## src/rtl/mmio_uart_tx_pkg.sv

```systemverilog
// Shared definitions for the memory-mapped UART transmitter:
// register window layout, STATUS bit positions and serializer states.
package mmio_uart_tx_pkg;

  localparam logic [31:0] UART_BASE_ADDR  = 32'hFFFF_FF00;
  localparam logic [31:0] UART_TXDATA_OFS = 32'd0;
  localparam logic [31:0] UART_STATUS_OFS = 32'd4;

  localparam int STATUS_FULL_BIT  = 0;
  localparam int STATUS_EMPTY_BIT = 1;
  localparam int STATUS_BUSY_BIT  = 2;
  localparam int STATUS_OVF_BIT   = 3;
  localparam int STATUS_CNT_LSB   = 4;
  localparam int STATUS_CNT_MSB   = 7;

  typedef enum logic [1:0] {
    IDLE  = 2'd0,
    START = 2'd1,
    DATA  = 2'd2,
    STOP  = 2'd3
  } uart_tx_state_t;

endpackage

```

## src/rtl/sync_fifo.sv

```systemverilog
// Synchronous circular-buffer FIFO with occupancy count.
// Head is visible combinationally on dout; push/pop take effect at the edge.
// A push while full is accepted only when a pop happens in the same cycle.
module sync_fifo #(
  parameter int WIDTH = 8,
  parameter int DEPTH = 8,
  localparam int AW   = $clog2(DEPTH),
  localparam int CW   = AW + 1
) (
  input  logic             clk,
  input  logic             reset,
  input  logic             push,
  input  logic             pop,
  input  logic [WIDTH-1:0] din,
  output logic [WIDTH-1:0] dout,
  output logic             full,
  output logic             empty,
  output logic [CW-1:0]    count
);

  logic [WIDTH-1:0] mem [DEPTH];
  logic [AW-1:0]    wptr;
  logic [AW-1:0]    rptr;
  logic             do_pop;
  logic             do_push;

  assign full    = (count == CW'(DEPTH));
  assign empty   = (count == '0);
  assign do_pop  = pop && !empty;
  assign do_push = push && (!full || do_pop);
  assign dout    = mem[rptr];

  // Storage array: written on accepted pushes only, no reset needed.
  always_ff @(posedge clk) begin
    if (do_push) mem[wptr] <= din;
  end

  // Pointers wrap naturally since DEPTH is a power of two; count tracks occupancy.
  always_ff @(posedge clk) begin
    if (!reset) begin
      wptr  <= '0;
      rptr  <= '0;
      count <= '0;
    end else begin
      if (do_push) wptr <= wptr + AW'(1);
      if (do_pop)  rptr <= rptr + AW'(1);
      case ({do_push, do_pop})
        2'b10:   count <= count + CW'(1);
        2'b01:   count <= count - CW'(1);
        default: count <= count;
      endcase
    end
  end

endmodule

```

## src/rtl/mmio_uart_tx.sv

```systemverilog
// Memory-mapped 8N1 UART transmitter snooping the cpu store bus.
// Store at edge k shows up as tx start bit after edge k+1; a frame is 10*CLKS_PER_BIT cycles.
// No backpressure on the bus: stores to a full FIFO are dropped and flagged in sticky overflow.
module mmio_uart_tx
  import mmio_uart_tx_pkg::*;
#(
  parameter int            n            = 32,
  parameter logic [n-1:0]  BASE_ADDR    = n'(UART_BASE_ADDR),
  parameter int            CLKS_PER_BIT = 16,
  parameter int            FIFO_DEPTH   = 8
) (
  input  logic         clk,
  input  logic         reset,
  input  logic         memwrite,
  input  logic [n-1:0] dataadr,
  input  logic [n-1:0] writedata,
  output logic         sel,
  output logic [n-1:0] rdata,
  output logic         tx,
  output logic         busy
);

  localparam int CW = $clog2(FIFO_DEPTH) + 1;
  localparam int BW = $clog2(CLKS_PER_BIT);

  uart_tx_state_t state;
  logic [BW-1:0]  baud_cnt;
  logic [2:0]     bit_idx;
  logic [7:0]     shift;
  logic           overflow;

  logic           txdata_hit;
  logic           status_hit;
  logic           push;
  logic           pop;
  logic           ovf_set;
  logic           ovf_clr;
  logic           baud_last;
  logic [7:0]     fifo_dout;
  logic           fifo_full;
  logic           fifo_empty;
  logic [CW-1:0]  fifo_count;
  logic [3:0]     count_sat;
  logic [n-1:0]   status;
  logic           unused_wdata;

  // Full-width decode: misaligned offsets inside the window never select.
  assign txdata_hit = (dataadr == BASE_ADDR + n'(UART_TXDATA_OFS));
  assign status_hit = (dataadr == BASE_ADDR + n'(UART_STATUS_OFS));
  assign sel        = txdata_hit || status_hit;

  assign push      = memwrite && txdata_hit;
  assign pop       = (state == IDLE) && !fifo_empty;
  assign ovf_set   = push && fifo_full && !pop;
  assign ovf_clr   = memwrite && status_hit && writedata[STATUS_OVF_BIT];
  assign baud_last = (baud_cnt == BW'(CLKS_PER_BIT - 1));
  assign busy      = (state != IDLE);
  assign count_sat = (32'(fifo_count) > 32'd15) ? 4'hF : 4'(fifo_count);

  assign unused_wdata = ^{writedata[n-1:8]};

  sync_fifo #(
    .WIDTH (8),
    .DEPTH (FIFO_DEPTH)
  ) u_fifo (
    .clk   (clk),
    .reset (reset),
    .push  (push),
    .pop   (pop),
    .din   (writedata[7:0]),
    .dout  (fifo_dout),
    .full  (fifo_full),
    .empty (fifo_empty),
    .count (fifo_count)
  );

  // Assemble the STATUS word; TXDATA and everything outside the window read as zero.
  always_comb begin
    status = '0;
    status[STATUS_FULL_BIT]                = fifo_full;
    status[STATUS_EMPTY_BIT]               = fifo_empty;
    status[STATUS_BUSY_BIT]                = busy;
    status[STATUS_OVF_BIT]                 = overflow;
    status[STATUS_CNT_MSB:STATUS_CNT_LSB]  = count_sat;
    rdata = status_hit ? status : '0;
  end

  // Sticky overflow: a dropped byte in the same cycle as a clear keeps it set.
  always_ff @(posedge clk) begin
    if (!reset)       overflow <= 1'b0;
    else if (ovf_set) overflow <= 1'b1;
    else if (ovf_clr) overflow <= 1'b0;
  end

  // Serializer: tx is registered and always set to the level of the state being entered.
  always_ff @(posedge clk) begin
    if (!reset) begin
      state    <= IDLE;
      tx       <= 1'b1;
      baud_cnt <= '0;
      bit_idx  <= '0;
      shift    <= '0;
    end else begin
      case (state)
        IDLE: begin
          tx <= 1'b1;
          if (!fifo_empty) begin
            shift    <= fifo_dout;
            baud_cnt <= '0;
            tx       <= 1'b0;
            state    <= START;
          end
        end
        START: begin
          if (baud_last) begin
            baud_cnt <= '0;
            bit_idx  <= '0;
            tx       <= shift[0];
            state    <= DATA;
          end else begin
            baud_cnt <= baud_cnt + BW'(1);
          end
        end
        DATA: begin
          if (baud_last) begin
            baud_cnt <= '0;
            shift    <= {1'b0, shift[7:1]};
            if (bit_idx == 3'd7) begin
              tx    <= 1'b1;
              state <= STOP;
            end else begin
              bit_idx <= bit_idx + 3'd1;
              tx      <= shift[1];
            end
          end else begin
            baud_cnt <= baud_cnt + BW'(1);
          end
        end
        STOP: begin
          if (baud_last) begin
            baud_cnt <= '0;
            tx       <= 1'b1;
            state    <= IDLE;
          end else begin
            baud_cnt <= baud_cnt + BW'(1);
          end
        end
        default: begin
          tx    <= 1'b1;
          state <= IDLE;
        end
      endcase
    end
  end

endmodule
```

## config.mk

```make
export PLATFORM = sky130hd
export DESIGN_NAME = mmio_uart_tx
export DESIGN_NICKNAME = d
export VERILOG_FILES = /design/src/rtl/mmio_uart_tx_pkg.sv /design/src/rtl/sync_fifo.sv /design/src/rtl/mmio_uart_tx.sv
export SDC_FILE = /design/constraint.sdc
export NUM_CORES = 1
export LEC_CHECK = 0
export BUFFER_PORTS_ARGS = -buffer_cell sky130_fd_sc_hd__buf_2
export CAP_MARGIN = 25
export CORE_MARGIN = 2
export CORE_UTILIZATION = 51
export CTS_BUF_LIST = sky130_fd_sc_hd__clkbuf_4 sky130_fd_sc_hd__clkbuf_8
export DETAILED_ROUTE_END_ITERATION = 8
export GPL_ROUTABILITY_DRIVEN = 0
export PLACE_DENSITY_LB_ADDON = 0.12
export REMOVE_ABC_BUFFERS = 1
export SYNTH_ARGS = -nofsm -noshare
export SYNTH_HDL_FRONTEND = slang
export SYNTH_SLANG_ARGS = --single-unit
```

## constraint.sdc

```tcl
create_clock -name clk -period 5.9 [get_ports clk]
set_input_delay 0 -clock clk [delete_from_list [all_inputs] [get_ports clk]]
set_output_delay 0 -clock clk [all_outputs]
set_load 0.005 [all_outputs]
```

==> results of run 1 <==
power groups by stage:
stage	clock network (mW)	logic [mW]	registers [mW]
3_5_place_dp	0	0.0296	0.730
6_report	0.413	0.0340	0.715
4_1_cts	0.426	0.0340	0.715
2_1_floorplan	0	0.00793	0.731
3_3_place_gp	0	0.0283	0.730
5_1_grt	0.449	0.0387	0.715
cells in the mapped netlist, types with 2 or more instances:
library cell	count
o21bai_1	2
nor4bb_1	2
nand4_1	6
nand2b_1	5
nand2_1	23
nor2_1	20
o22ai_1	8
ha_1	13
xor2_1	4
mux4_2	16
nor3_1	3
o211ai_1	2
edfxtp_1	64
and3_1	4
nand3_1	4
mux2i_1	15
and4_1	3
nor4b_1	3
nand4b_1	3
o21a_1	3
nor2b_1	3
inv_1	8
and4b_1	4
o21ai_0	4
nand3b_1	3
dfxtp_1	32
buf_4	24
buf_2	4
clkbuf_1	13
a21o_1	2
and2_1	7
or4_1	2
buf_6	2
a211oi_1	15
a21oi_1	13
worst register-to-register path: cells and delay by family, from the launching register on:
family | cells | cell delay (ns)
buffers and inverters | 2 | 0.20
AOI/OAI and AO/OA | 3 | 0.50
xor gates and xnor gates | 2 | 0.25
and+or+nand+nor | 2 | 0.57
DFF | 1 | 0.35
adders and majority gates | 3 | 1.02
kinds of logic (layout without fill, tap and decap cells):
family                   after synthesis  after routing
other                                  1             24
XOR/XNOR                               5              5
multiplexers                          31             31
AND/OR/NAND/NOR                      102            102
AO/OA/AOI/OAI                         55             55
adder cells (fa/ha/maj)               13             13
flip-flops                            96             96
buffers and inverters                 52             90
sequential cells by signal, summed over array words and instances, names as in the netlist, named ones only:
| signal | count |
|---|---|
| bit_idx | 3 |
| baud_cnt | 4 |
| u_fifo.wptr | 3 |
| tx | 1 |
| u_fifo.rptr | 3 |
| u_fifo.mem | 64 |
| shift | 8 |
| overflow | 1 |
| u_fifo.count | 4 |
| state | 2 |
final timing paths:
check,from,to,slack [ns],cells past startpoint
worst max-delay path,state[0],u_fifo.count[2],2.95,12
worst min-delay path,reset,tx,0.03,2
worst min register to register,bit_idx[1],bit_idx[1],0.46,2
worst max register to register,state[0],u_fifo.count[2],2.95,12
layout make-up:
| cell class | count | area, µm² | area share |
|---|---|---|---|
| Clock buffer | 9 | 124 | 0.0243 |
| Clock inverter | 7 | 68.8 | 0.0135 |
| Inverter | 8 | 30.0 | 0.00588 |
| Multi-Input combinational cell | 230 | 1780 | 0.348 |
| Sequential cell | 96 | 2560 | 0.502 |
| Tap cell | 108 | 135 | 0.0265 |
| Timing Repair Buffer | 66 | 408 | 0.0799 |
routing by layer:
metal / wire length, µm / vias up
li1: - / 1418
met1: 3580 / 1375
met2: 4390 / 57
met3: 396 / 9
met4: 95 / 0
met5: 0 / -
what timing repair did:
action	in CTS	in global routing
endpoints found under the hold margin	65	0
gates resized for setup	0	0
hold buffers	10	0
==> out/qor.csv, run 1 <==
stage,metric,value,unit
outcome,status,"complete, no violations",
timing,relSlewSlack,0.476,
synthesis,synth_top_cell_by_area,edfxtp_1,
global_route,grtUsageMet3,0.0348,
cts,cts_sinks,96,
timing,setup_viol,0,
finish,most-common-layout-cells,"edfxtp_1 (64), buf_2 (53), dfxtp_1 (32)",
floorplanning,io_pins,102,
timing,finalCritPeriodShare,0.501,
place,placedCellCount,498,
global_route,antenna_found_initial,0,
cts,cts_htree_levels,3,
floorplanning,die_w,98.5,µm
worst_setup_path,critPathTopFamily,adder cells,
global_route,grt_busiest_layer,met2,
cts,root_buffer,clkbuf_8,
worst_setup_path,cp-start-kind,flip-flop,
cts,cts_setup_buffers,0,
power,swShare,0.229,
floorplanning,rows,34,
synthesis,synth_top_family_by_area,simple AND/OR/NAND/NOR gates,
worst_setup_path,endpoint_kind,flip-flop,
synthesis,syn_inst,355,
timing,hold_slack,0.0303,ns
worst_setup_path,required,6.19,ns
power,clock_power_share,0.356,
drt,drc,0,
synthesis,ys_types,51,
floorplanning,start_util,0.525,
synthesis,yosys.area.top_type_share,0.422,
synthesis,synth_compound_area_frac,0.0810,
finish,diodes,0,
worst_setup_path,cp_cell_sequence,"inv_1, ha_1, o21a_1, and3_4, inv_1, ha_1, xor2_1, ha_1, a21oi_1, xor2_1, or3_1, a21oi_1",
cts,cts_made_buffers,9,
finish,instances_no_fill,524,
power,p_leak,1.86,nW
global_route,track_usage,0.184,
drt,vias,2859,
place,placed_area,4810,µm²
timing,fin_ws,2.95,ns
timing,fmaxAchievable,338,MHz
global_route,grt_pass1_vias,2682,
synthesis,synth_ff_type,edfxtp_1,
power,p_int,896,µW
global_route,use_met1,0.246,
synthesis,synthAdderAreaFrac,0.0357,
timing,rsz0062_at_grt,no,
worst_setup_path,arrival,3.24,ns
drt,ant_nets,0,
power,p_switching,266,µW
cts,clk_path_buf_depth,2,
power,power-per-cell-area,228,nW/µm²
power,power,1.16,mW
global_route,grt_overflow,0,
timing,fin_crit,2.95,ns
timing,hold_viol_final,0,
place,pre_cts_slack,2.95,ns
finish,final_util,0.588,
worst_setup_path,critPathSlowestCell,ha_1,
finish,final_common_cell,edfxtp_1,
synthesis,synth_warnings,0,
cts,clk_pin_slew,0.10,ns
place,portBuffers,53,
synthesis,yosys.area_share.simple,0.132,
floorplanning,core-area,8680,µm²
worst_setup_path,cpPeakStageDelay,0.57,ns
flow_run,drv_cap,0,
timing,slew_violations,0,
finish,layout-drive-gt1-share,0.221,
global_route,grt_first_pass_wirelength,13700,µm
cts,cts_tree,built,
timing,finClkSkew,0.0159,ns
floorplanning,die_area,9710,µm²
power,peakVddDrop,154,µV
worst_setup_path,path_class,flip-flop to flip-flop,
global_route,grt_max_degree,22,
finish,fin_nets,491,
timing,fin_setup_tns,0,ns
worst_setup_path,critPathMaxFanout,16,
drt,drtIter0Drc,145,
worst_setup_path,crit_buf_inv,2,
synthesis,seq_area_frac_synth,0.562,
timing,worst_pin_slew,0.785,ns
drt,wirelength,8460,µm
power,power_frac_comb,0.029,
global_route,gr-usage-met2,0.307,
hold_path,hold_path_class,primary input to flip-flop,
synthesis,synthArstFlopShare,0,
synthesis,ys_seq_elements,96,
cts,clk_latency,0.37,ns
synthesis,ys_top_cells_by_area,"edfxtp_1 (42%), dfxtp_1 (14%), mux4_2 (7.9%)",
floorplanning,die-height,98.5,µm
power,pwr-share-seq,0.615,
worst_setup_path,cp_common_cell,ha_1,
synthesis,synth.avg_cell_area,12.8,µm²
drt,dr.pass1.iters,4,
finish,design_area,5100,µm²
finish,fillers,753,
synthesis,synthesis.area,4560,µm²
drt,viasPerCell,5.46,
synthesis,synth_xor_area_frac,0.00961,
place,hpwl,5610,µm
synthesis,synthMuxAreaShare,0.112,
synthesis,synth_edf_count,64,
finish,layout-area-overhead-vs-synth,12.0,%
drt,post_drt_wl_per_cell,16.1,µm
No activity file was read; power rests on OpenSTA's default activity.
==> run 2: changes to the inputs <==
- clock period: 5.9 -> 2.98 ns (I/O delays scaled with it)
==> run 2 against run 1 <==
Clock skew decreased by 0.0022 ns. Largest cell class unchanged. Largest power group unchanged. Combinational power is 98% higher. Via count up 0.77%.
==> out/qor.csv, run 2 (same netlist as run 1, synthesis figures left out) <==
stage,metric,value,unit,change
cts,clk_pin_slew,0.09,ns,about the same
timing,relSlewSlack,0.481,,+0.00554
timing,fin_crit,2.68,ns,-0.273 ns
power,power,2.29,mW,+97%
cts,clk_latency,0.36,ns,about the same
power,p_leak,1.88,nW,+0.94%
floorplanning,start_util,0.525,,unchanged
global_route,grt_max_degree,22,,unchanged
cts,cts_setup_buffers,0,,unchanged
timing,fin_setup_tns,0,ns,unchanged
timing,fmaxAchievable,373,MHz,+10%
finish,reg_top3,"u_fifo.mem x64, shift x8",,
worst_setup_path,endpoint_kind,flip-flop,,
worst_setup_path,required,3.27,ns,-2.92 ns
drt,ant_nets,0,,unchanged
timing,slew_violations,0,,unchanged
finish,fin_nets,494,,+0.61%
global_route,antenna_found_initial,0,,unchanged
cts,cts_tree,built,,
worst_setup_path,cp-start-kind,flip-flop,,
cts,cts_made_buffers,9,,unchanged
timing,worst_pin_slew,0.777,ns,-0.00830 ns
global_route,track_usage,0.182,,-0.00204
flow_run,drv_cap,0,,unchanged
global_route,grt_first_pass_wirelength,13700,µm,-0.50%
drt,dr.pass1.iters,4,,unchanged
drt,vias,2881,,+0.77%
finish,diodes,0,,unchanged
timing,hold_slack,0.0282,ns,-0.00207 ns
floorplanning,die_w,98.5,µm,unchanged
cts,root_buffer,clkbuf_8,,
finish,final_common_cell,edfxtp_1,,
outcome,status,"complete, no violations",,
drt,post_drt_wl_per_cell,16.1,µm,-0.48%
finish,largest-register,u_fifo.mem,,
finish,layout-area-overhead-vs-synth,11.9,%,
hold_path,hold_path_class,primary input to flip-flop,,
floorplanning,core-area,8680,µm²,unchanged
worst_setup_path,path_class,flip-flop to flip-flop,,
place,placedCellCount,502,,+0.80%
drt,drtIter0Drc,125,,-14%
global_route,grt_pass1_vias,2710,,+1.0%
finish,layout-drive-gt1-share,0.229,,+0.00796
drt,viasPerCell,5.47,,+0.20%
finish,largest_reg_flops,64,,unchanged
worst_setup_path,critPathMaxFanout,11,,-5
drt,wirelength,8470,µm,about the same
cts,post_cts_resized,0,,unchanged
drt,drc,0,,unchanged
cts,cts_sinks,96,,unchanged
power,power-per-cell-area,449,nW/µm²,+97%
finish,most-common-layout-cells,"edfxtp_1 (64), buf_2 (53), dfxtp_1 (32)",,
floorplanning,rows,34,,unchanged
power,peakVddDrop,306,µV,+99%
floorplanning,die_area,9710,µm²,unchanged
cts,cts_hold_buf,9,,-1
floorplanning,die-height,98.5,µm,unchanged
floorplanning,io_pins,102,,unchanged
place,hpwl,5780,µm,+3.0%
timing,finalCritPeriodShare,0.900,,+0.399
timing,hold_viol_final,0,,unchanged
finish,instances_no_fill,527,,+0.57%
timing,setup_viol,0,,unchanged
global_route,grt_overflow,0,,unchanged
cts,cts_htree_levels,3,,unchanged
timing,rsz0062_at_grt,no,,
timing,finClkSkew,0.0137,ns,-0.00219 ns
cts,clk_path_buf_depth,2,,unchanged
worst_setup_path,arrival,2.97,ns,-0.27 ns
place,portBuffers,53,,unchanged
## run 2: cell count changes in the layout (fill, tap and decap cells not counted), sizes merged
cell / delta
clkinvlp: -2
dlygate4sd3: -1
buf: +4
inv: +1
clkbuf: +1
## run 2: area by class of cell
class | instances | area, µm²
fillers | 727 | 3580
flip-flops and latches | 96 | 2560
multi-input cells | 230 | 1780
repair buffers | 69 | 408
well taps | 108 | 135
clock buffers | 10 | 131
clock inverters | 6 | 55.1
inverters | 8 | 30.0
## run 2: power by group
part           total [mW]  internal [mW]  switching [mW]
Sequential           1.42           1.42   0.00000000232
Combinational      0.0672         0.0308          0.0364
Clock               0.804          0.332           0.472
Total                2.29           1.78           0.508
## run 2: worst paths after layout
check | start | to | slack [ns] | depth (start not counted)
max reg2reg | u_fifo.count[3] | u_fifo.count[2] | 0.30 | 11
min | dataadr[2] | overflow | 0.03 | 3
min reg2reg | bit_idx[2] | bit_idx[2] | 0.46 | 2
max | u_fifo.count[3] | u_fifo.count[2] | 0.30 | 11
## run 2: critical path, stage by stage (launching register included)
cell	delay, ns
dfxtp_1	0.41
or4b_4	0.52
o21a_1	0.19
and3_4	0.22
inv_1	0.08
ha_1	0.24
xor2_1	0.16
ha_1	0.16
a21oi_1	0.05
xor2_1	0.15
or3_1	0.30
a21oi_1	0.14
## run 2: metal layers
layer / part of all wire / track usage
met5: 0 / 0
met4: 0.012 / 0.0548
met3: 0.038 / 0.0383
met2: 0.50 / 0.298
met1: 0.45 / 0.247
## run 2: per-stage QoR
stage	utilization	setup slack, ns	cell area, µm²
global route	0.588	0.124	5100
finish	0.588	0.298	5100
detailed placement	0.556	0.307	4820
global placement	0.556	0.345	4820
CTS	0.588	0.277	5100
floorplan	-	0.429	4370
==> run 3: changes to the inputs <==
- RECOVER_POWER: not set -> 50
==> run 3 against run 2 <==
Die area unchanged. Design area down 0.54%. Critical path depth unchanged. Cell count unchanged. Sequential power about the same. Critical path type unchanged. Critical endpoint unchanged.
==> out/qor.csv, run 3 (same netlist as run 1, synthesis figures left out) <==
stage,metric,value,unit,change
worst_setup_path,crit_start,u_fifo.count[3],,
finish,fin_nets,494,,unchanged
cts,clk_pin_slew,0.09,ns,about the same
floorplanning,rows,34,,unchanged
floorplanning,core-area,8680,µm²,unchanged
finish,instances_no_fill,527,,unchanged
finish,largest_reg_flops,64,,unchanged
drt,drtIter0Drc,126,,+0.80%
cts,cts_tree,built,,
timing,worst_pin_slew,0.787,ns,+0.00979 ns
finish,diodes,0,,unchanged
hold_path,min-delay-start,dataadr[2],,
finish,layout-drive-gt1-share,0.196,,-0.0334
global_route,antenna_found_initial,0,,unchanged
drt,ant_nets,0,,unchanged
outcome,status,"complete, no violations",,
timing,finalCritPeriodShare,0.918,,+0.0185
flow_run,drv_cap,0,,unchanged
worst_setup_path,regToRegStartpoint,u_fifo.count[3],,
finish,final_common_cell,edfxtp_1,,
timing,slew_violations,0,,unchanged
floorplanning,io_pins,102,,unchanged
drt,wirelength,8460,µm,-0.15%
worst_setup_path,path_class,flip-flop to flip-flop,,
power,peakVddDrop,309,µV,+0.90%
timing,hold_viol_final,0,,unchanged
cts,clk_latency,0.36,ns,about the same
cts,cts_setup_buffers,0,,unchanged
power,power,2.28,mW,-0.11%
hold_path,hold_path_class,primary input to flip-flop,,
timing,fmaxAchievable,365,MHz,-2.0%
worst_setup_path,critPathMaxFanout,11,,unchanged
cts,cts_htree_levels,3,,unchanged
floorplanning,die_area,9710,µm²,unchanged
drt,post_drt_wl_per_cell,16.0,µm,-0.15%
floorplanning,die-height,98.5,µm,unchanged
global_route,track_usage,0.182,,unchanged
place,portBuffers,53,,unchanged
floorplanning,die_w,98.5,µm,unchanged
worst_setup_path,endpoint_kind,flip-flop,,
timing,relSlewSlack,0.475,,-0.00654
finish,layout-area-overhead-vs-synth,11.3,%,
cts,cts_made_buffers,9,,unchanged
global_route,grt_overflow,0,,unchanged
finish,seq_area,2560,µm²,unchanged
place,placedCellCount,502,,unchanged
finish,fillers,737,,+1.4%
timing,rsz0062_at_grt,no,,
global_route,grt_first_pass_wirelength,13700,µm,unchanged
timing,hold_slack,0.0244,ns,-0.00384 ns
finish,most-common-layout-cells,"edfxtp_1 (64), buf_2 (41), dfxtp_1 (32)",,
finish,largest-register,u_fifo.mem,,
power,p_leak,1.84,nW,-2.3%
place,hpwl,5780,µm,unchanged
cts,root_buffer,clkbuf_8,,
drt,vias,2866,,-0.52%
worst_setup_path,required,3.27,ns,about the same
finish,reg_top3,"u_fifo.mem x64, shift x8",,
timing,finClkSkew,0.0148,ns,+0.00114 ns
global_route,grt_max_degree,22,,unchanged
timing,fin_crit,2.74,ns,+0.0551 ns
drt,dr.pass1.iters,4,,unchanged
worst_setup_path,arrival,3.03,ns,+0.06 ns
drt,drc,0,,unchanged
power,power-per-cell-area,450,nW/µm²,+0.43%
drt,viasPerCell,5.44,,-0.52%
cts,clk_path_buf_depth,2,,unchanged
timing,fin_setup_tns,0,ns,unchanged
finish,multi_input_area,1770,µm²,-0.56%
timing,setup_viol,0,,unchanged
cts,cts_sinks,96,,unchanged
floorplanning,start_util,0.525,,unchanged
global_route,grt_pass1_vias,2710,,unchanged
worst_setup_path,cp-start-kind,flip-flop,,
run 3: cell count changes in the layout (fill, tap and decap cells not counted), moves of 4 or more:
| cell | change |
|---|---|
| buf_2 | -12 |
| clkbuf_1 | +12 |
| and2_0 | +4 |
| and2_1 | -4 |
run 3: worst max-delay path, stage by stage, from the launching register on:
cell and delay (ns):
dfxtp_1 0.42, or4b_1 0.55, o21a_1 0.21, and3_4 0.22, inv_1 0.08, ha_1 0.24
xor2_1 0.17, ha_1 0.16, a21oi_1 0.05, xor2_1 0.15, or3_1 0.30, a21oi_1 0.14
run 3: worst paths after layout:
path / endpoint / slack (ns) / cells after the start
worst min-delay path: overflow / 0.02 / 3
worst min register to register: bit_idx[2] / 0.46 / 2
worst max register to register: u_fifo.count[2] / 0.24 / 11
worst max-delay path: u_fifo.count[2] / 0.24 / 11
run 3: area by class of cell:
| cell class | instances | share of cell area |
|---|---|---|
| Sequential cell | 96 | 0.505 |
| Clock inverter | 6 | 0.0109 |
| Tap cell | 108 | 0.0266 |
| Timing Repair Buffer | 69 | 0.0770 |
| Inverter | 8 | 0.00592 |
| Clock buffer | 10 | 0.0259 |
| Multi-Input combinational cell | 230 | 0.348 |
run 3: routing by layer:
metal | global-route usage | part of all wire | vias up
met3 | 0.0383 | 0.041 | 10
li1 | - | - | 1423
met4 | 0.0548 | 0.012 | 0
met5 | 0 | 0 | -
met2 | 0.298 | 0.51 | 45
met1 | 0.247 | 0.44 | 1388
run 3: power by group:
group / switching (mW) / internal (mW) / total [mW]
registers: 0.00000000235 / 1.42 / 1.42
clock network: 0.471 / 0.332 / 0.803
logic: 0.0363 / 0.0292 / 0.0655
total: 0.507 / 1.78 / 2.28
run 3: through the flow:
| stage | instance area, µm² | setup slack, ns | utilization |
|---|---|---|---|
| 3_3_place_gp | 4820 | 0.345 | 0.556 |
| 2_1_floorplan | 4370 | 0.429 | - |
| 6_report | 5070 | 0.243 | 0.584 |
| 3_5_place_dp | 4820 | 0.307 | 0.556 |
| 4_1_cts | 5100 | 0.277 | 0.588 |
| 5_1_grt | 5070 | 0.0714 | 0.584 |
run 3: timing repair:
item	in CTS	in global routing
gates resized for setup	0	0
hold buffers	9	0
hold endpoints to repair	65	0
